`src/rtl/router_pkg.sv`:
```
// rtl/router_pkg.sv - shared state codes, constants and output decode for the router FSM
package router_pkg;

    localparam int STATE_WIDTH     = 3;
    localparam int ROUTER_NUM_FIFO = 3;
    localparam logic [1:0] ADDR_INVALID = 2'b11;

    typedef enum logic [STATE_WIDTH-1:0] {
        DECODE_ADDRESS     = 3'd0,
        LOAD_FIRST_DATA    = 3'd1,
        LOAD_DATA          = 3'd2,
        FIFO_FULL_STATE    = 3'd3,
        LOAD_AFTER_FULL    = 3'd4,
        LOAD_PARITY        = 3'd5,
        CHECK_PARITY_ERROR = 3'd6,
        WAIT_TILL_EMPTY    = 3'd7
    } router_state_t;

    typedef struct packed {
        logic detect_add;
        logic lfd_state;
        logic ld_state;
        logic laf_state;
        logic full_state;
        logic write_enb_reg;
        logic rst_int_reg;
        logic busy;
    } router_fsm_out_t;

    function automatic router_fsm_out_t router_fsm_dec(input router_state_t st);
        router_fsm_out_t o;
        o               = '0;
        o.detect_add    = (st == DECODE_ADDRESS);
        o.lfd_state     = (st == LOAD_FIRST_DATA);
        o.ld_state      = (st == LOAD_DATA);
        o.laf_state     = (st == LOAD_AFTER_FULL);
        o.full_state    = (st == FIFO_FULL_STATE);
        o.rst_int_reg   = (st == CHECK_PARITY_ERROR);
        o.write_enb_reg = (st == LOAD_DATA) || (st == LOAD_PARITY) || (st == LOAD_AFTER_FULL);
        o.busy          = (st != DECODE_ADDRESS) && (st != LOAD_DATA);
        return o;
    endfunction

endpackage

```
`src/rtl/router_fsm.sv`:
```
// rtl/router_fsm.sv - control FSM sequencing header, payload, full-stall and parity loads
module router_fsm
    import router_pkg::*;
#(
    parameter int ADDR_WIDTH = 2
) (
    input  logic                  clock,
    input  logic                  resetn,
    input  logic                  pkt_valid,
    input  logic [ADDR_WIDTH-1:0] data_in,
    input  logic                  fifo_full,
    input  logic                  fifo_empty_0,
    input  logic                  fifo_empty_1,
    input  logic                  fifo_empty_2,
    input  logic                  soft_reset_0,
    input  logic                  soft_reset_1,
    input  logic                  soft_reset_2,
    input  logic                  parity_done,
    input  logic                  low_pkt_valid,
    output logic [ADDR_WIDTH-1:0] fsm_addr,
    output logic                  detect_add,
    output logic                  lfd_state,
    output logic                  ld_state,
    output logic                  laf_state,
    output logic                  full_state,
    output logic                  write_enb_reg,
    output logic                  rst_int_reg,
    output logic                  busy
);

    router_state_t         r_state;
    logic [ADDR_WIDTH-1:0] r_fsm_addr;
    logic                  w_hdr_empty;
    logic                  w_sel_empty;
    logic                  w_soft_hit;
    logic                  w_addr_valid;
    router_fsm_out_t       w_out;

    // Header decode looks at the incoming address; later states use the latched one.
    always_comb begin
        w_hdr_empty = 1'b0;
        case (data_in)
            ADDR_WIDTH'(0): w_hdr_empty = fifo_empty_0;
            ADDR_WIDTH'(1): w_hdr_empty = fifo_empty_1;
            ADDR_WIDTH'(2): w_hdr_empty = fifo_empty_2;
            default:        w_hdr_empty = 1'b0;
        endcase
    end

    always_comb begin
        w_sel_empty = 1'b0;
        w_soft_hit  = 1'b0;
        case (r_fsm_addr)
            ADDR_WIDTH'(0): begin w_sel_empty = fifo_empty_0; w_soft_hit = soft_reset_0; end
            ADDR_WIDTH'(1): begin w_sel_empty = fifo_empty_1; w_soft_hit = soft_reset_1; end
            ADDR_WIDTH'(2): begin w_sel_empty = fifo_empty_2; w_soft_hit = soft_reset_2; end
            default:        begin w_sel_empty = 1'b0;         w_soft_hit = 1'b0;         end
        endcase
    end

    assign w_addr_valid = (data_in != ADDR_WIDTH'(ADDR_INVALID));

    always_ff @(posedge clock) begin
        if (!resetn) begin
            r_state    <= DECODE_ADDRESS;
            r_fsm_addr <= '0;
        end else if (w_soft_hit) begin
            r_state <= DECODE_ADDRESS;
        end else begin
            case (r_state)
                DECODE_ADDRESS: begin
                    if (pkt_valid) begin
                        r_fsm_addr <= data_in;
                        if (w_addr_valid)
                            r_state <= w_hdr_empty ? LOAD_FIRST_DATA : WAIT_TILL_EMPTY;
                    end
                end
                LOAD_FIRST_DATA: r_state <= LOAD_DATA;
                LOAD_DATA: begin
                    if (fifo_full)       r_state <= FIFO_FULL_STATE;
                    else if (!pkt_valid) r_state <= LOAD_PARITY;
                end
                FIFO_FULL_STATE: begin
                    if (!fifo_full) r_state <= LOAD_AFTER_FULL;
                end
                LOAD_AFTER_FULL: begin
                    if (parity_done)        r_state <= DECODE_ADDRESS;
                    else if (low_pkt_valid) r_state <= LOAD_PARITY;
                    else                    r_state <= LOAD_DATA;
                end
                LOAD_PARITY:        r_state <= CHECK_PARITY_ERROR;
                CHECK_PARITY_ERROR: r_state <= fifo_full ? FIFO_FULL_STATE : DECODE_ADDRESS;
                WAIT_TILL_EMPTY: begin
                    if (w_sel_empty) r_state <= LOAD_FIRST_DATA;
                end
                default: r_state <= DECODE_ADDRESS;
            endcase
        end
    end

    assign w_out         = router_fsm_dec(r_state);
    assign fsm_addr      = r_fsm_addr;
    assign detect_add    = w_out.detect_add;
    assign lfd_state     = w_out.lfd_state;
    assign ld_state      = w_out.ld_state;
    assign laf_state     = w_out.laf_state;
    assign full_state    = w_out.full_state;
    assign write_enb_reg = w_out.write_enb_reg;
    assign rst_int_reg   = w_out.rst_int_reg;
    assign busy          = w_out.busy;

endmodule

```
`config.mk`:
```
export PLATFORM = sky130hd
export DESIGN_NAME = router_fsm
export DESIGN_NICKNAME = d
export VERILOG_FILES = /design/src/rtl/router_pkg.sv /design/src/rtl/router_fsm.sv
export SDC_FILE = /design/constraint.sdc
export NUM_CORES = 1
export LEC_CHECK = 0
export BUFFER_PORTS_ARGS = -buffer_cell sky130_fd_sc_hd__buf_4
export CAP_MARGIN = 20
export CORE_AREA = 2 2 39 41
export DETAILED_ROUTE_END_ITERATION = 12
export DIE_AREA = 0 0 41 43
export SETUP_SLACK_MARGIN = 0.05
export SLEW_MARGIN = 20
export SYNTH_ARGS = -nofsm -noshare
export SYNTH_HDL_FRONTEND = slang
export SYNTH_SLANG_ARGS = --single-unit
```
`constraint.sdc`:
```
create_clock -name clock -period 1.73 [get_ports clock]
set_clock_uncertainty 0.15 [all_clocks]
set_input_delay 0.0865 -clock clock [delete_from_list [all_inputs] [get_ports clock]]
set_output_delay 0.0865 -clock clock [all_outputs]
set_load 0.03 [all_outputs]
```
==> results of run 1 <==
sequential cells by signal (all words and copies together), names as in the netlist:
name,cells
r_state,3
fsm_addr,2
logic make-up (layout without fill, tap and decap cells):
| logic type | count (synthesis) | after routing | synth area share |
|---|---|---|---|
| buffers and inverters | 5 | 33 | 0.0833 |
| AO/OA/AOI/OAI | 20 | 20 | 0.317 |
| AND/OR/NAND/NOR | 23 | 23 | 0.277 |
| multiplexers | 5 | 5 | 0.108 |
| flip-flops | 5 | 5 | 0.215 |
layer usage:
metal | vias up | GRT usage
met2 | 21 | 0.263
li1 | 267 | -
met3 | 2 | 0.0314
met1 | 232 | 0.193
met4 | 0 | 0.100
met5 | - | 0
per-stage QoR:
| step | hold slack [ns] | instance area, um2 | util |
|---|---|---|---|
| after CTS | 0.0473 | 693 | 0.501 |
| final | 0.0449 | 694 | 0.502 |
| after detailed placement | 0.233 | 627 | 0.453 |
| after floorplan | 0.0753 | 465 | - |
| after global routing | 0.0742 | 694 | 0.502 |
| after global placement | 0.228 | 627 | 0.453 |
cell usage after synthesis:
| master | count | area, um2 |
|---|---|---|
| nor3b_1 | 1 | 7.51 |
| a31oi_1 | 1 | 6.26 |
| and3_1 | 2 | 12.5 |
| and2b_2 | 1 | 8.76 |
| nand2b_1 | 2 | 12.5 |
| a21oi_1 | 7 | 35.0 |
| o311ai_2 | 1 | 16.3 |
| a221oi_2 | 1 | 15.0 |
| buf_6 | 1 | 11.3 |
| a21boi_0 | 1 | 7.51 |
| inv_1 | 2 | 7.51 |
| o21ai_0 | 3 | 15.0 |
| mux2i_1 | 5 | 50.1 |
| o22ai_1 | 1 | 6.26 |
| buf_8 | 1 | 15.0 |
| a21o_1 | 1 | 7.51 |
| nor2_1 | 6 | 22.5 |
| nand3b_1 | 1 | 7.51 |
| nor3_4 | 1 | 16.3 |
| buf_2 | 1 | 5.00 |
| o211ai_2 | 1 | 12.5 |
| nand2_1 | 5 | 18.8 |
| or2_2 | 1 | 6.26 |
| nor2b_1 | 1 | 6.26 |
| o21a_1 | 1 | 7.51 |
| a2bb2oi_1 | 1 | 8.76 |
| nand3_1 | 2 | 10.0 |
| o32a_1 | 1 | 10.0 |
| dfxtp_1 | 5 | 100 |
critical path, stage by stage, from the launching register on:
cell and delay (ns):
dfxtp_1 0.43, or2_2 0.38, o311ai_2 0.39, nor2_1 0.09
path summary, 6_finish.rpt:
kind | from | to | slack, ns | depth (start not counted)
setup / recovery | r_state[0]$_SDFFE_PP0P_ | r_state[0]$_SDFFE_PP0P_ | 0.17 | 3
hold / removal | parity_done | r_state[1]$_SDFFE_PP0P_ | 0.04 | 3
setup reg to reg | r_state[0]$_SDFFE_PP0P_ | r_state[0]$_SDFFE_PP0P_ | 0.17 | 3
hold reg to reg | fsm_addr[1]$_SDFFE_PN0P_ | fsm_addr[1]$_SDFFE_PN0P_ | 0.37 | 2
power by group:
| group | leakage, nW | internal (mW) | switching [mW] |
|---|---|---|---|
| sequential | 0.0413 | 0.128 | 0.0304 |
| clock | 0.0150 | 0.0871 | 0.0462 |
| combinational | 0.256 | 0.117 | 0.139 |
repair_timing:
item,CTS,global route
gates resized for setup,0,1
endpoints found under the hold margin,2,0
setup buffers,0,0
setup endpoints to repair,0,2
hold buffers,4,0
cell type report:
class,instances,area share
multi-input combinational,48,0.470
timing repair buffer,27,0.306
sequential,5,0.146
clock buffer,4,0.0378
tap,16,0.0288
inverter,2,0.0108
==> impl_metrics.sql, run 1 <==
INSERT INTO impl_metrics (metric_group, metric, value, unit) VALUES
('timing', 'finalSetupViolCount', '0', ''),
('global_routing', 'first_global_vias', '494', ''),
('final_layout', 'area.sequential', '101', 'um2'),
('placement', 'place_worst_setup_slack', '0.167', 'ns'),
('floorplanning', 'fp.dieArea', '1760', 'um2'),
('hold_path', 'min_path_type', 'primary input to flip-flop', ''),
('clock_network', 'clk_path_buf_depth', '2', ''),
('route', 'routedLengthMet1', '530', 'um'),
('power', 'power.ir.vdd_worst', '0.338', 'mV'),
('placement', 'detailedPlacementHpwl', '946', 'um'),
('power', 'power_per_cell_area', '790', 'nW/um2'),
('synthesis', 'synth.ff_latch_count', '5', ''),
('synthesis', 'synth.cell_area', '465', 'um2'),
('timing', 'final_max_slew_viol_count', '0', ''),
('route', 'ant_nets', '0', ''),
('clock_network', 'clkTransAtPathRegs', '0.04', 'ns'),
('critical_path', 'cp_data_required_time', '1.69', 'ns'),
('floorplanning', 'fp.coreArea', '1380', 'um2'),
('synthesis', 'syn-mean-instance-area', '8.02', 'um2'),
('final_layout', 'n_antenna_cell', '0', ''),
('final_layout', 'final-instance-count-excl-fill', '102', ''),
('floorplanning', 'die_h', '43', 'um'),
('placement', 'numPlacedInstances', '94', ''),
('clock_network', 'tritoncts.num_buffers', '3', ''),
('final_layout', 'drive_above_1_share', '0.384', ''),
('timing', 'finalCritPeriodShare', '0.901', ''),
('final_layout', 'design.final.nets', '101', ''),
('clock_network', 'cts_tree', 'yes', ''),
('synthesis', 'cells_after_synthesis', '58', ''),
('clock_network', 'clk_root_buffer_cell', 'clkbuf_4', ''),
('final_layout', 'filler_cell_count', '145', ''),
('outcome', 'outcome', 'finished, final reports clean', ''),
('floorplanning', 'initial_utilization', '0.336', ''),
('global_routing', 'globalRouteTotalUtil', '0.166', ''),
('route', 'route.final.wire_length', '1230', 'um'),
('route', 'avgRoutedWirePerCell', '12.1', 'um'),
('synthesis', 'synth_cell_types', '29', ''),
('route', 'drt_drc_violations_left', '0', ''),
('timing', 'setup_slack', '0.171', 'ns'),
('critical_path', 'critical_path_data_arrival_time', '1.52', 'ns'),
('route', 'top_layer', 'met4', ''),
('global_routing', 'grt_pass1_wl', '1990', 'um'),
('synthesis', 'yosysWarningCount', '0', ''),
('final_layout', 'final_common_cell', 'buf_4', ''),
('power', 'post-layout-total-power', '549', 'uW'),
('critical_path', 'worstSetupPathType', 'flip-flop to flip-flop', ''),
('global_routing', 'global_route.overflow_total', '0', ''),
('clock_network', 'htree_num_levels', '1', ''),
('timing', 'max-slew-margin-rel', '0.717', ''),
('route', 'number_of_violations_reported_at_the_end_of_detailed_routing_iteration_0', '10', ''),
('final_layout', 'area.growth.synth_to_final', '49.2', '%'),
('final_layout', 'final_cell_mix', 'buf_4 (23), a21oi_1 (7), nor2_1 (6), nand2_1 (5), mux2i_1 (5)', ''),
('power', 'total_leakage_power', '0.312', 'nW'),
('route', 'wl_met2', '590', 'um'),
('timing', 'worst_pin_slew', '0.425', 'ns'),
('global_routing', 'maximum_number_of_pins_on_one_net_before_global_route_repair', '14', ''),
('route', 'drtPass1Iterations', '3', ''),
('flow_run', 'max_cap_violations', '0', ''),
('synthesis', 'synthesis.nets', '72', ''),
('critical_path', 'setup.worst_path.end_class', 'flip-flop', ''),
('critical_path', 'critical_path.max_fanout', '13', ''),
('final_layout', 'multi_input_comb_area', '327', 'um2'),
('placement', 'gp_weighted_congestion', '0.747', ''),
('route', 'wl_met3', '101', 'um'),
('synthesis', 'synth.yosys.seq_area_share', '0.215', ''),
('clock_network', 'clkSinkCount', '5', ''),
('route', 'routed-via-count', '522', ''),
('timing', 'rsz_0062_raised_after_global_routing', 'no', ''),
('floorplanning', 'ios', '24', ''),
('timing', 'totalNegativeSetupSlack', '0', 'ns'),
('floorplanning', 'fp-row-count', '14', ''),
('clock_network', 'insertion_delay', '0.24', 'ns'),
('placement', 'portBuffers', '23', ''),
('timing', 'max_freq', '642', 'MHz'),
('timing', 'hold_violations', '0', ''),
('global_routing', 'grt_antenna_before_repair', '0', ''),
('timing', 'time_the_worst_path_needs_with_i_o_delays_and_setup', '1.56', 'ns'),
('floorplanning', 'die_width', '41', 'um'),
('route', 'viasPerCell', '5.12', ''),
('critical_path', 'critPathLaunchType', 'flip-flop', '');
No activity file was read; power rests on OpenSTA's default activity.
==> run 2: changes to the inputs <==
--- a/config.mk
+++ b/config.mk
@@ -10,6 +10,9 @@
 export CORE_AREA = 2 2 39 41
 export DETAILED_ROUTE_END_ITERATION = 12
 export DIE_AREA = 0 0 41 43
+export GPL_ROUTABILITY_DRIVEN = 0
+export MAX_ROUTING_LAYER = met4
+export REMOVE_ABC_BUFFERS = 1
 export SETUP_SLACK_MARGIN = 0.05
 export SLEW_MARGIN = 20
 export SYNTH_ARGS = -nofsm -noshare
==> run 2 against run 1 <==
  * Sequential power barely moved
  * Wire length fell by 6.6%
  * Highest routed layer is now met3
  * Register-to-register slack barely moved
  * Clock-buffer cell count did not move
  * Sequential cell count did not move
  * Combinational power barely moved
==> impl_metrics.sql, run 2 (same netlist as run 1, synthesis figures left out) <==
INSERT INTO impl_metrics (metric_group, metric, value, unit) VALUES
('route', 'routed-via-count', '534', ''),
('clock_network', 'clk_root_buffer_cell', 'clkbuf_4', ''),
('critical_path', 'critical_path.max_fanout', '13', ''),
('route', 'drt_drc_violations_left', '0', ''),
('floorplanning', 'initial_utilization', '0.336', ''),
('clock_network', 'clkSinkCount', '5', ''),
('final_layout', 'filler_cell_count', '146', ''),
('timing', 'hold_violations', '0', ''),
('global_routing', 'grt_antenna_before_repair', '0', ''),
('timing', 'rsz_0062_raised_after_global_routing', 'no', ''),
('route', 'route.final.wire_length', '1150', 'um'),
('critical_path', 'critical_path_data_arrival_time', '1.50', 'ns'),
('power', 'power_per_cell_area', '788', 'nW/um2'),
('route', 'drtPass1Iterations', '4', ''),
('final_layout', 'design.final.nets', '101', ''),
('power', 'total_leakage_power', '0.313', 'nW'),
('floorplanning', 'fp-row-count', '14', ''),
('timing', 'finalSetupViolCount', '0', ''),
('outcome', 'outcome', 'finished, final reports clean', ''),
('power', 'power.ir.vdd_worst', '0.345', 'mV'),
('clock_network', 'cts_tree', 'yes', ''),
('clock_network', 'clkTransAtPathRegs', '0.04', 'ns'),
('final_layout', 'drive_above_1_share', '0.395', ''),
('global_routing', 'globalRouteTotalUtil', '0.148', ''),
('placement', 'portBuffers', '23', ''),
('final_layout', 'largest_register_ff_count', '3', ''),
('final_layout', 'final_cell_mix', 'buf_4 (24), a21oi_1 (7), nor2_1 (6), nand2_1 (5), mux2i_1 (5)', ''),
('final_layout', 'n_antenna_cell', '0', ''),
('global_routing', 'global_route.overflow_total', '0', ''),
('clock_network', 'cts_post_setup_buffers_inserted', '0', ''),
('final_layout', 'final_common_cell', 'buf_4', ''),
('critical_path', 'critPathLaunchType', 'flip-flop', ''),
('global_routing', 'maximum_number_of_pins_on_one_net_before_global_route_repair', '14', ''),
('floorplanning', 'die_width', '41', 'um'),
('final_layout', 'fin_area', '692', 'um2'),
('route', 'number_of_violations_reported_at_the_end_of_detailed_routing_iteration_0', '12', ''),
('hold_path', 'min_path_type', 'primary input to flip-flop', ''),
('final_layout', 'area.growth.synth_to_final', '48.7', '%'),
('route', 'ant_nets', '0', ''),
('placement', 'detailedPlacementHpwl', '895', 'um'),
('timing', 'time_the_worst_path_needs_with_i_o_delays_and_setup', '1.54', 'ns'),
('route', 'viasPerCell', '5.24', ''),
('timing', 'worst_pin_slew', '0.403', 'ns'),
('power', 'post-layout-total-power', '545', 'uW'),
('global_routing', 'first_global_vias', '457', ''),
('route', 'avgRoutedWirePerCell', '11.3', 'um'),
('clock_network', 'insertion_delay', '0.23', 'ns'),
('critical_path', 'cp_data_required_time', '1.68', 'ns'),
('clock_network', 'htree_num_levels', '1', ''),
('final_layout', 'final_core_utilization', '0.500', ''),
('floorplanning', 'fp.dieArea', '1760', 'um2'),
('floorplanning', 'ios', '24', ''),
('timing', 'holdWs', '0.00565', 'ns'),
('floorplanning', 'die_h', '43', 'um'),
('clock_network', 'clk_path_buf_depth', '2', ''),
('timing', 'max-slew-margin-rel', '0.731', ''),
('timing', 'finalCritPeriodShare', '0.893', ''),
('critical_path', 'worstSetupPathType', 'flip-flop to flip-flop', ''),
('placement', 'dpl-instance-area', '634', 'um2'),
('clock_network', 'tritoncts.num_buffers', '3', ''),
('final_layout', 'register_with_the_most_flip_flops', 'r_state', ''),
('timing', 'final_max_slew_viol_count', '0', ''),
('global_routing', 'grt_pass1_wl', '1790', 'um'),
('critical_path', 'setup.worst_path.end_class', 'flip-flop', ''),
('floorplanning', 'fp.coreArea', '1380', 'um2'),
('timing', 'max_freq', '647', 'MHz'),
('flow_run', 'max_cap_violations', '0', ''),
('timing', 'totalNegativeSetupSlack', '0', 'ns');
run 2: cell types whose count changed in the layout (fill, tap and decap cells not counted):
cell,previous run,this run
buf_4,23,24
dlygate4sd3_1,4,3
run 2: critical path, stage by stage (launching register included):
cell	delay, ns
dfxtp_1	0.42
or2_2	0.38
o311ai_2	0.38
a31oi_1	0.08
run 2: metal layers:
layer / routed length (um) / vias to the layer above / global-route usage / part of all wire
met5: 0 / - / - / 0
met4: 0 / 0 / 0.0400 / 0
met3: 51 / 0 / 0.0314 / 0.044
met2: 565 / 17 / 0.209 / 0.49
met1: 535 / 244 / 0.210 / 0.46
li1: - / 273 / - / -
run 2: repair_timing:
item                                   in CTS  in global routing
setup endpoints to repair                   0                  1
hold buffers                                3                  0
endpoints found under the hold margin       2                  0
gates resized for setup                     0                  1
run 2: path summary, 6_finish.rpt:
kind                       startpoint  cells after the start                        to  slack [ns]
min                            resetn                      3  fsm_addr[1]$_SDFFE_PN0P_       0.006
max           r_state[0]$_SDFFE_PP0P_                      3   r_state[1]$_SDFFE_PP0P_        0.19
max reg2reg   r_state[0]$_SDFFE_PP0P_                      3   r_state[1]$_SDFFE_PP0P_        0.19
min reg2reg  fsm_addr[1]$_SDFFE_PN0P_                      2  fsm_addr[1]$_SDFFE_PN0P_        0.37
run 2: area by class of cell:
class | count | area [um2] | area share
repair buffers | 27 | 210 | 0.304
clock buffers | 4 | 26.3 | 0.0380
multi-input cells | 48 | 327 | 0.472
flip-flops and latches | 5 | 101 | 0.146
inverters | 2 | 7.51 | 0.0108
well taps | 16 | 20.0 | 0.0289
run 2: where the power goes:
group	switching, mW	leakage, nW	internal [mW]
registers	0.0288	0.0413	0.129
clock network	0.0426	0.0150	0.0869
logic	0.140	0.257	0.118
run 2: per-stage QoR:
step,setup slack (ns),instances
2_1_floorplan,0.158,55
3_3_place_gp,0.196,95
3_5_place_dp,0.190,95
4_1_cts,0.151,102
5_1_grt,0.103,102
6_report,0.185,102
